**src/rtl/ft_cmd_pkg.sv**
```systemverilog
// Shared constants, decoder state encoding and ack-byte helper for the FT245 command decoder.
// The ACK state only exists when CMD_ACK_EN is defined.
package ft_cmd_pkg;

    localparam logic [7:0] SYNC_BYTE     = 8'hA5;
    localparam logic [7:0] CMD_SET_PHASE = 8'h01;
    localparam logic [7:0] CMD_COMMIT    = 8'h02;
    localparam logic [7:0] CMD_BURST     = 8'h03;
    localparam logic [7:0] ACK_OK_MASK   = 8'h80;
    localparam logic [7:0] ACK_ERR       = 8'hEE;

    typedef enum logic [2:0] {
        ST_HUNT,
        ST_CMD,
        ST_ADDR,
        ST_COUNT,
        ST_DATA,
        ST_DONE
`ifdef CMD_ACK_EN
        , ST_ACK
`endif
    } state_t;

    function automatic logic [7:0] ack_byte(input logic err, input logic [7:0] cmd);
        return err ? ACK_ERR : (ACK_OK_MASK | cmd);
    endfunction

endpackage

```
**src/rtl/ft_cmd_decoder_if.sv**
```systemverilog
// Bus bundle between the command decoder and its RX FIFO, phase shadow bank and TX FIFO.
// master = decoder side, slave = FIFO / register-bank side.
interface ft_cmd_decoder_if #(
    parameter int DATA_W  = 8,
    parameter int ADDR_W  = 8,
    parameter int PHASE_W = 8
) ();
    // RX: rxfifo_rd is a one-cycle request; rxfifo_valid/rxfifo_data answer exactly one
    // cycle later; at most one request is outstanding. phase_wr, phase_commit and
    // txfifo_wr are single-cycle strobes with no back-pressure except txfifo_full.
    logic              rxfifo_rd;
    logic [DATA_W-1:0] rxfifo_data;
    logic              rxfifo_valid;
    logic              rxfifo_empty;

    logic               phase_wr;
    logic [ADDR_W-1:0]  phase_addr;
    logic [PHASE_W-1:0] phase_data;
    logic               phase_commit;

    logic [DATA_W-1:0] txfifo_data;
    logic              txfifo_wr;
    logic              txfifo_full;

    modport master (
        output rxfifo_rd, phase_wr, phase_addr, phase_data, phase_commit, txfifo_data, txfifo_wr,
        input  rxfifo_data, rxfifo_valid, rxfifo_empty, txfifo_full
    );

    modport slave (
        input  rxfifo_rd, phase_wr, phase_addr, phase_data, phase_commit, txfifo_data, txfifo_wr,
        output rxfifo_data, rxfifo_valid, rxfifo_empty, txfifo_full
    );
endinterface

```
**src/rtl/ft_rx_byte_reader.sv**
```systemverilog
// Single-outstanding RX FIFO reader: issues rxfifo_rd, tracks the pending read and
// presents the returned byte to the parser only when it answers our own request.
module ft_rx_byte_reader #(
    parameter int DATA_W = 8
) (
    input  logic              clk,
    input  logic              rst,
    input  logic              rxfifo_empty,
    input  logic              rxfifo_valid,
    input  logic [DATA_W-1:0] rxfifo_data,
    input  logic              accept_en,
    output logic              rxfifo_rd,
    output logic [DATA_W-1:0] byte_data,
    output logic              byte_valid
);

    logic pending_q, pending_d;

    // A valid with no read outstanding (e.g. one straddling reset) is dropped here.
    assign byte_valid = rxfifo_valid && pending_q;
    assign byte_data  = rxfifo_data;

    always_comb begin
        rxfifo_rd = !rst && accept_en && !rxfifo_empty && (!pending_q || byte_valid);
        pending_d = pending_q;
        if (rxfifo_rd) begin
            pending_d = 1'b1;
        end else if (byte_valid) begin
            pending_d = 1'b0;
        end
    end

    always_ff @(posedge clk or posedge rst) begin
        if (rst) begin
            pending_q <= 1'b0;
        end else begin
            pending_q <= pending_d;
        end
    end

endmodule

```
**src/rtl/ft_cmd_decoder.sv**
```systemverilog
// Host command frame parser: SYNC/CMD/payload bytes from the RX FIFO become phase writes
// and commit strobes. Define CMD_ACK_EN to return an ack byte per frame on the TX FIFO.
module ft_cmd_decoder
    import ft_cmd_pkg::*;
#(
    parameter int DATA_W         = 8,
    parameter int NUM_CHANNELS   = 256,
    parameter int PHASE_W        = 8,
    parameter int TIMEOUT_CYCLES = 1000000
) (
    input  logic              clk,
    input  logic              rst,
    ft_cmd_decoder_if.master  bus,
    output logic [7:0]        err_cnt,
    output logic              busy,
    output state_t            state
);

    localparam int AW = $clog2(NUM_CHANNELS);
    localparam int TW = $clog2(TIMEOUT_CYCLES + 1);
    localparam logic [AW:0]   NUM_CH   = (AW+1)'(NUM_CHANNELS);
    localparam logic [TW-1:0] TMO_LAST = TW'(TIMEOUT_CYCLES - 1);

    logic [DATA_W-1:0] byte_data;
    logic              byte_valid;
    logic              accept_en;

    state_t             state_q, state_d;
    logic [AW:0]        addr_q, addr_d;
    logic [7:0]         cnt_q, cnt_d;
    logic               burst_q, burst_d;
    logic [7:0]         cmd_q, cmd_d;
    logic               range_err_q, range_err_d;
    logic [TW-1:0]      tmo_q, tmo_d;
    logic [7:0]         err_cnt_q, err_cnt_d;
    logic               phase_wr_q, phase_wr_d;
    logic [AW-1:0]      phase_addr_q, phase_addr_d;
    logic [PHASE_W-1:0] phase_data_q, phase_data_d;
    logic               commit_q, commit_d;
`ifdef CMD_ACK_EN
    logic [7:0]         ack_byte_q, ack_byte_d;
`endif

    logic tmo_active;
    logic frame_err;
    logic err_evt;

    ft_rx_byte_reader #(.DATA_W(DATA_W)) u_reader (
        .clk          (clk),
        .rst          (rst),
        .rxfifo_empty (bus.rxfifo_empty),
        .rxfifo_valid (bus.rxfifo_valid),
        .rxfifo_data  (bus.rxfifo_data),
        .accept_en    (accept_en),
        .rxfifo_rd    (bus.rxfifo_rd),
        .byte_data    (byte_data),
        .byte_valid   (byte_valid)
    );

    always_comb begin
        state_d      = state_q;
        addr_d       = addr_q;
        cnt_d        = cnt_q;
        burst_d      = burst_q;
        cmd_d        = cmd_q;
        range_err_d  = range_err_q;
        phase_wr_d   = 1'b0;
        phase_addr_d = phase_addr_q;
        phase_data_d = phase_data_q;
        commit_d     = 1'b0;
        frame_err    = 1'b0;
        err_evt      = 1'b0;
`ifdef CMD_ACK_EN
        ack_byte_d   = ack_byte_q;
`endif

        tmo_active = (state_q != ST_HUNT);
`ifdef CMD_ACK_EN
        if (state_q == ST_ACK) tmo_active = 1'b0;
`endif
        tmo_d = (tmo_active && !byte_valid) ? tmo_q + 1'b1 : '0;

        case (state_q)
            ST_HUNT: begin
                if (byte_valid && byte_data == SYNC_BYTE) begin
                    state_d     = ST_CMD;
                    range_err_d = 1'b0;
                end
            end
            ST_CMD: begin
                if (byte_valid) begin
                    cmd_d = byte_data;
                    case (byte_data)
                        CMD_SET_PHASE: begin burst_d = 1'b0; state_d = ST_ADDR; end
                        CMD_BURST:     begin burst_d = 1'b1; state_d = ST_ADDR; end
                        CMD_COMMIT:    begin commit_d = 1'b1; state_d = ST_DONE; end
                        SYNC_BYTE:     state_d = ST_CMD;
                        default:       frame_err = 1'b1;
                    endcase
                end
            end
            ST_ADDR: begin
                if (byte_valid) begin
                    // Out-of-range starts clamp to NUM_CHANNELS so they can never alias back in.
                    addr_d = (32'(byte_data) >= NUM_CHANNELS) ? NUM_CH : (AW+1)'(byte_data);
                    if (burst_q) begin
                        state_d = ST_COUNT;
                    end else begin
                        cnt_d   = 8'd1;
                        state_d = ST_DATA;
                    end
                end
            end
            ST_COUNT: begin
                if (byte_valid) begin
                    if (byte_data == '0) begin
                        frame_err = 1'b1;
                    end else begin
                        cnt_d   = byte_data;
                        state_d = ST_DATA;
                    end
                end
            end
            ST_DATA: begin
                if (byte_valid) begin
                    if (addr_q < NUM_CH) begin
                        phase_wr_d   = 1'b1;
                        phase_addr_d = addr_q[AW-1:0];
                        phase_data_d = byte_data[PHASE_W-1:0];
                        addr_d       = addr_q + 1'b1;
                    end else if (!range_err_q) begin
                        range_err_d = 1'b1;
                        err_evt     = 1'b1;
                    end
                    cnt_d = cnt_q - 1'b1;
                    if (cnt_q == 8'd1) state_d = ST_DONE;
                end
            end
            ST_DONE: begin
`ifdef CMD_ACK_EN
                state_d    = ST_ACK;
                ack_byte_d = ack_byte(range_err_q, cmd_q);
`else
                state_d    = ST_HUNT;
`endif
            end
`ifdef CMD_ACK_EN
            ST_ACK: begin
                if (!bus.txfifo_full) state_d = ST_HUNT;
            end
`endif
            default: state_d = ST_HUNT;
        endcase

        if (tmo_active && !byte_valid && tmo_q == TMO_LAST) frame_err = 1'b1;

        if (frame_err) begin
            err_evt = 1'b1;
`ifdef CMD_ACK_EN
            state_d    = ST_ACK;
            ack_byte_d = ACK_ERR;
`else
            state_d    = ST_HUNT;
`endif
        end

        err_cnt_d = (err_evt && err_cnt_q != 8'hFF) ? err_cnt_q + 1'b1 : err_cnt_q;

        // Stop reading as soon as the frame ends so no byte lands in DONE/ACK.
        accept_en = (state_q != ST_DONE) && (state_d != ST_DONE);
`ifdef CMD_ACK_EN
        if (state_q == ST_ACK || state_d == ST_ACK) accept_en = 1'b0;
`endif
    end

    always_ff @(posedge clk or posedge rst) begin
        if (rst) begin
            state_q      <= ST_HUNT;
            addr_q       <= '0;
            cnt_q        <= '0;
            burst_q      <= 1'b0;
            cmd_q        <= '0;
            range_err_q  <= 1'b0;
            tmo_q        <= '0;
            err_cnt_q    <= '0;
            phase_wr_q   <= 1'b0;
            phase_addr_q <= '0;
            phase_data_q <= '0;
            commit_q     <= 1'b0;
`ifdef CMD_ACK_EN
            ack_byte_q   <= '0;
`endif
        end else begin
            state_q      <= state_d;
            addr_q       <= addr_d;
            cnt_q        <= cnt_d;
            burst_q      <= burst_d;
            cmd_q        <= cmd_d;
            range_err_q  <= range_err_d;
            tmo_q        <= tmo_d;
            err_cnt_q    <= err_cnt_d;
            phase_wr_q   <= phase_wr_d;
            phase_addr_q <= phase_addr_d;
            phase_data_q <= phase_data_d;
            commit_q     <= commit_d;
`ifdef CMD_ACK_EN
            ack_byte_q   <= ack_byte_d;
`endif
        end
    end

    assign bus.phase_wr     = phase_wr_q;
    assign bus.phase_addr   = phase_addr_q;
    assign bus.phase_data   = phase_data_q;
    assign bus.phase_commit = commit_q;
    assign err_cnt          = err_cnt_q;
    assign busy             = (state_q != ST_HUNT);
    assign state            = state_q;

`ifdef CMD_ACK_EN
    assign bus.txfifo_wr   = (state_q == ST_ACK) && !bus.txfifo_full;
    assign bus.txfifo_data = ack_byte_q;
`else
    logic unused_tx_full;
    assign unused_tx_full  = bus.txfifo_full;
    assign bus.txfifo_wr   = 1'b0;
    assign bus.txfifo_data = '0;
`endif

endmodule

```
**src/flat_wrapper.sv**
```systemverilog
// flat-port wrapper written by rule: the top's interface ports become plain ports
module ft_cmd_decoder_flat import ft_cmd_pkg::*;
#(
    parameter int DATA_W         = 8,
    parameter int NUM_CHANNELS   = 256,
    parameter int PHASE_W        = 8,
    parameter int TIMEOUT_CYCLES = 1000000
)
  (clk, rst, err_cnt, busy, state, bus_rxfifo_rd, bus_phase_wr, bus_phase_addr, bus_phase_data, bus_phase_commit, bus_txfifo_data, bus_txfifo_wr, bus_rxfifo_data, bus_rxfifo_valid, bus_rxfifo_empty, bus_txfifo_full);
  ft_cmd_decoder_if #(.DATA_W(DATA_W), .ADDR_W(8), .PHASE_W(PHASE_W)) bus_i ();
  input  logic clk;
  input  logic rst;
  output logic [7:0] err_cnt;
  output logic busy;
  output state_t state;
  output wire logic [$bits(bus_i.rxfifo_rd)-1:0] bus_rxfifo_rd;
  output wire logic [$bits(bus_i.phase_wr)-1:0] bus_phase_wr;
  output wire logic [$bits(bus_i.phase_addr)-1:0] bus_phase_addr;
  output wire logic [$bits(bus_i.phase_data)-1:0] bus_phase_data;
  output wire logic [$bits(bus_i.phase_commit)-1:0] bus_phase_commit;
  output wire logic [$bits(bus_i.txfifo_data)-1:0] bus_txfifo_data;
  output wire logic [$bits(bus_i.txfifo_wr)-1:0] bus_txfifo_wr;
  input wire logic [$bits(bus_i.rxfifo_data)-1:0] bus_rxfifo_data;
  input wire logic [$bits(bus_i.rxfifo_valid)-1:0] bus_rxfifo_valid;
  input wire logic [$bits(bus_i.rxfifo_empty)-1:0] bus_rxfifo_empty;
  input wire logic [$bits(bus_i.txfifo_full)-1:0] bus_txfifo_full;
  assign bus_rxfifo_rd = bus_i.rxfifo_rd;
  assign bus_phase_wr = bus_i.phase_wr;
  assign bus_phase_addr = bus_i.phase_addr;
  assign bus_phase_data = bus_i.phase_data;
  assign bus_phase_commit = bus_i.phase_commit;
  assign bus_txfifo_data = bus_i.txfifo_data;
  assign bus_txfifo_wr = bus_i.txfifo_wr;
  assign bus_i.rxfifo_data = bus_rxfifo_data;
  assign bus_i.rxfifo_valid = bus_rxfifo_valid;
  assign bus_i.rxfifo_empty = bus_rxfifo_empty;
  assign bus_i.txfifo_full = bus_txfifo_full;
  ft_cmd_decoder #(.DATA_W(DATA_W), .NUM_CHANNELS(NUM_CHANNELS), .PHASE_W(PHASE_W), .TIMEOUT_CYCLES(TIMEOUT_CYCLES)) u_core (.clk(clk), .rst(rst), .bus(bus_i), .err_cnt(err_cnt), .busy(busy), .state(state));
endmodule
```
**config.mk**
```make
export PLATFORM = sky130hd
export DESIGN_NAME = ft_cmd_decoder_flat
export DESIGN_NICKNAME = d
export VERILOG_FILES = /design/src/rtl/ft_cmd_pkg.sv /design/src/rtl/ft_cmd_decoder_if.sv /design/src/rtl/ft_rx_byte_reader.sv /design/src/rtl/ft_cmd_decoder.sv /design/src/flat_wrapper.sv
export SDC_FILE = /design/constraint.sdc
export NUM_CORES = 1
export LEC_CHECK = 0
export ABC_AREA = 1
export CAP_MARGIN = 20
export CORE_ASPECT_RATIO = 0.8
export CORE_MARGIN = 2
export CORE_UTILIZATION = 55
export DETAILED_ROUTE_END_ITERATION = 6
export GPL_TIMING_DRIVEN = 0
export PLACE_DENSITY = 0.8
export SLEW_MARGIN = 20
export SYNTH_ARGS = -nofsm -noshare
export SYNTH_HDL_FRONTEND = slang
export SYNTH_SLANG_ARGS = --single-unit
export TNS_END_PERCENT = 1
```
**constraint.sdc**
```tcl
create_clock -name clk -period 2.4 [get_ports clk]
set_input_delay 0.48 -clock clk [delete_from_list [all_inputs] [get_ports clk]]
set_output_delay 0.48 -clock clk [all_outputs]
set_load 0.005 [all_outputs]
```
==> impl_metrics.toml <==
[die]
dieWidth_um = 97.56
die_h_um = 78.85
dieArea_sq_mm = 0.007692
num_rows = 27
start_util_pct = 56.44
ioPinCount = 53
core_area_sq_mm = 0.006824

[logic_synthesis]
avgSynthCellArea_sq_um = 7.765
synth_ff_type = "dfrtp_1"
synth-compound-area-share_pct = 14.00
synthDistinctLibCells = 40
muxShareOfSynthArea_pct = 0.2599
async_reset_ff_share_pct = 100.0
synthXorXnorAreaFrac_pct = 2.274
syn_area_sq_mm = 0.003851
synthAdderAreaFrac_pct = 1.624
synthCells = 496
synth_top_family_by_area = "simple AND/OR/NAND/NOR gates"
ys_ff_latch = 69
ys_seq_area_share_pct = 44.83
synth_simple_gate_area_share_pct = 26.97
ys_warn_count = 0
synth-edff-count = 0

[clocking]
clk_latency_ps = 350
cts.reportedPaths.clkPinSlew_ps = 70
cts_made_buffers = 9
clock-root-buffer = "clkbuf_8"
htreeDepth = 3
hold_buffers = 0
tritoncts = "done"
clkSinkCount = 69
clk_path_buf_depth = 2

[final_layout]
most-common-layout-cells = "96 x nand2_1, 66 x dfrtp_1, 56 x inv_1"
final_common_cell = "nand2_1"
fin_nets = 601
antenna_cells = 0
fillCellCount = 469
drive_gt1_share_pct = 21.94
multiInputGateArea_sq_mm = 0.001943
syn2layout_area_growth_pct = 30.34
regArea_sq_mm = 0.001730

[critical_path]
worstPathRequired_ps = 1920
ff2ff_setup_slack_ps = 490
crit_arrival_ps = 1940
cp_top_family = "simple AND/OR/NAND/NOR gates"
cp-start-kind = "input port"
crit_fanout = 5
cp_slowest_cell = "clkdlybuf4s15_2"
crit_type = "input port to primary output"
path_common_cell = "nand2_2"
slowest_delay_ps = 230
crit_path_cell_trace = "clkdlybuf4s15_2 > nor2_2 > nand2_2 > inv_2 > buf_4 > nand2_1 > nand3_1 > nand2_1 > nand2_2 > nand2_4 > nor2_4 > nand2_2 > nand2_2 > nor2_1 > buf_2"
end_kind = "primary output"
cp_num_buf_inv = 4

[sta]
period_share_pct = 100.7
rsz0062_at_grt = "true"
fin_setup_tns_ps = -16.97
maxSlewViolCount = 0
period_needed_ps = 2417
skew_ps = 6.292
setup_ws_ps = -16.97
fmax_ghz = 0.4137
setup_viol = 1
hold_viol = 0

[global_route]
grt_pass1_wl_mm = 15.90
grt_overflow = 0
grt_max_degree = 52
grt_pass1_vias = 3441
grt_antenna_before_repair = 0
grt.total_usage_pct = 25.70

[detailed_routing]
top_layer = "met4"
met1_length_mm = 4.407
drt_first_iter_violations = 323
drt-total-wl_mm = 10.01
viasPerCell = 5.533
first_pass_iters = 5
vias = 3735
ant_nets = 0
wl_met2_mm = 4.544
drc = 0
wire_per_inst_um = 14.83
met3WireLength_um = 843

[power_and_ir_drop]
swShare_pct = 34.96
clockPowerShare_pct = 27.2
power_frac_comb_pct = 31.7
total_power_mw = 3.777
p_sw_mw = 1.321
pwr-share-seq_pct = 41.1
power.leakage_nw = 2.334
cell_internal_pwr_mw = 2.457
ir_drop_mv = 0.5314
power_density_mw_per_mm2 = 752.5

[min_path]
hold_class = "input port to async pin"

[place]
gp_congestion = 0.9250
hpwl_mm = 6.520
portBuffers = 42

[status]
violations = "setup timing"
run_status = "finished, violations left"

[run]
maxCapViolCount = 0
[worst reg2reg max path, cell delays in order (launching register included)]
cell and delay, ps:
dfrtp_2 460, inv_1 150, nor2_4 80, o21ai_2 60
nand2_1 60, nor2_1 120, nand2_2 90, buf_4 140
buf_4 130, buf_4 130, nand3_4 110, nand2_4 120
nand2_1 90, nand2_1 60
[cell usage after synthesis, types with 7 or more instances]
master	n	share of area, %
dfrtp_1	69	45
a21oi_1	31	4.0
xor2_1	8	1.8
nand3_1	24	3.1
inv_1	63	6.1
nand2_2	7	1.1
nand2_1	103	10
buf_4	9	1.8
nor2_1	50	4.9
nor3_1	16	2.1
o21ai_0	42	5.5
nor4_1	7	1.1
[cell type report]
cell class	instances	area share [%]
plain buffers	18	2.418
clock buffers	12	3.290
clock inverters	4	1.072
inverters	69	5.508
multi-input cells	348	38.71
flip-flops and latches	69	34.47
well taps	87	2.168
repair buffers	68	12.36
[final timing paths]
path,startpoint,endpoint,depth (start not counted)
max,bus_rxfifo_data[5],bus_rxfifo_rd,15
min,rst,u_core.u_reader.pending_q$_DFFE_PP0P_,2
max reg2reg,u_core.state[1]$_DFF_PP0_,u_core.err_cnt[3]$_DFFE_PP0P_,13
min reg2reg,u_core.bus.phase_data[0]$_DFFE_PP0P_,u_core.bus.phase_data[0]$_DFFE_PP0P_,2
max in group asynchronous,rst,u_core.state[2]$_DFF_PP0_,3
min in group clk,bus_rxfifo_data[7],u_core.bus.phase_data[7]$_DFFE_PP0P_,3
[metal layers]
metal  vias up  track usage, %
met1      1733           34.97
met4         0           9.167
met5         -               0
li1       1780               -
met2       194           39.38
met3        28           7.835
[logic make-up after synthesis]
| logic type | count (synthesis) |
|---|---|
| AO/OA/AOI/OAI | 98 |
| XOR/XNOR | 10 |
| adder cells (fa/ha/maj) | 5 |
| buffers and inverters | 87 |
| flip-flops | 69 |
| multiplexers | 1 |
| other | 1 |
| AND/OR/NAND/NOR | 225 |
[per-stage QoR]
step / instance area, sq um / utilization, % / cells / setup WS, ps / hold WS, ps
3_3_place_gp: 4410 / 64.63 / 633 / -1002 / 444.8
6_report: 5020 / 73.56 / 675 / -16.97 / 460.0
5_1_grt: 5020 / 73.56 / 675 / -102.4 / 487.6
4_1_cts: 4900 / 71.80 / 665 / 61.81 / 459.5
2_1_floorplan: 3881 / - / 504 / 180.1 / 433.1
3_5_place_dp: 4441 / 65.07 / 634 / -672.8 / 450.7
[registers in the layout (all words and copies together), names as in the netlist]
register and cells:
u_core.burst_q 1, u_core.bus.phase_addr 8, u_core.bus.phase_commit 1, u_core.bus.phase_data 8, u_core.cnt_q 8, u_core.err_cnt 8, u_core.state 3, u_core.range_err_q 1
u_core.u_reader.pending_q 1, u_core.tmo_q 20, u_core.bus.phase_wr 1, u_core.addr_q 9
[power by group through the flow]
stage | combinational [mW] | sequential (mW) | clock (mW)
after floorplan | 0.658 | 1.53 | 0
after global placement | 1.02 | 1.55 | 0
after detailed placement | 1.06 | 1.56 | 0
after CTS | 1.12 | 1.55 | 1.05
after global routing | 1.34 | 1.58 | 1.09
final | 1.20 | 1.55 | 1.03
[what timing repair did]
action / in CTS / in global routing
buffers inserted: 15 / 10
pin swaps: 16 / 20
resized for setup: 66 / 25
setup endpoints to repair: 1 / 1
(Power assumes the default switching activity.)
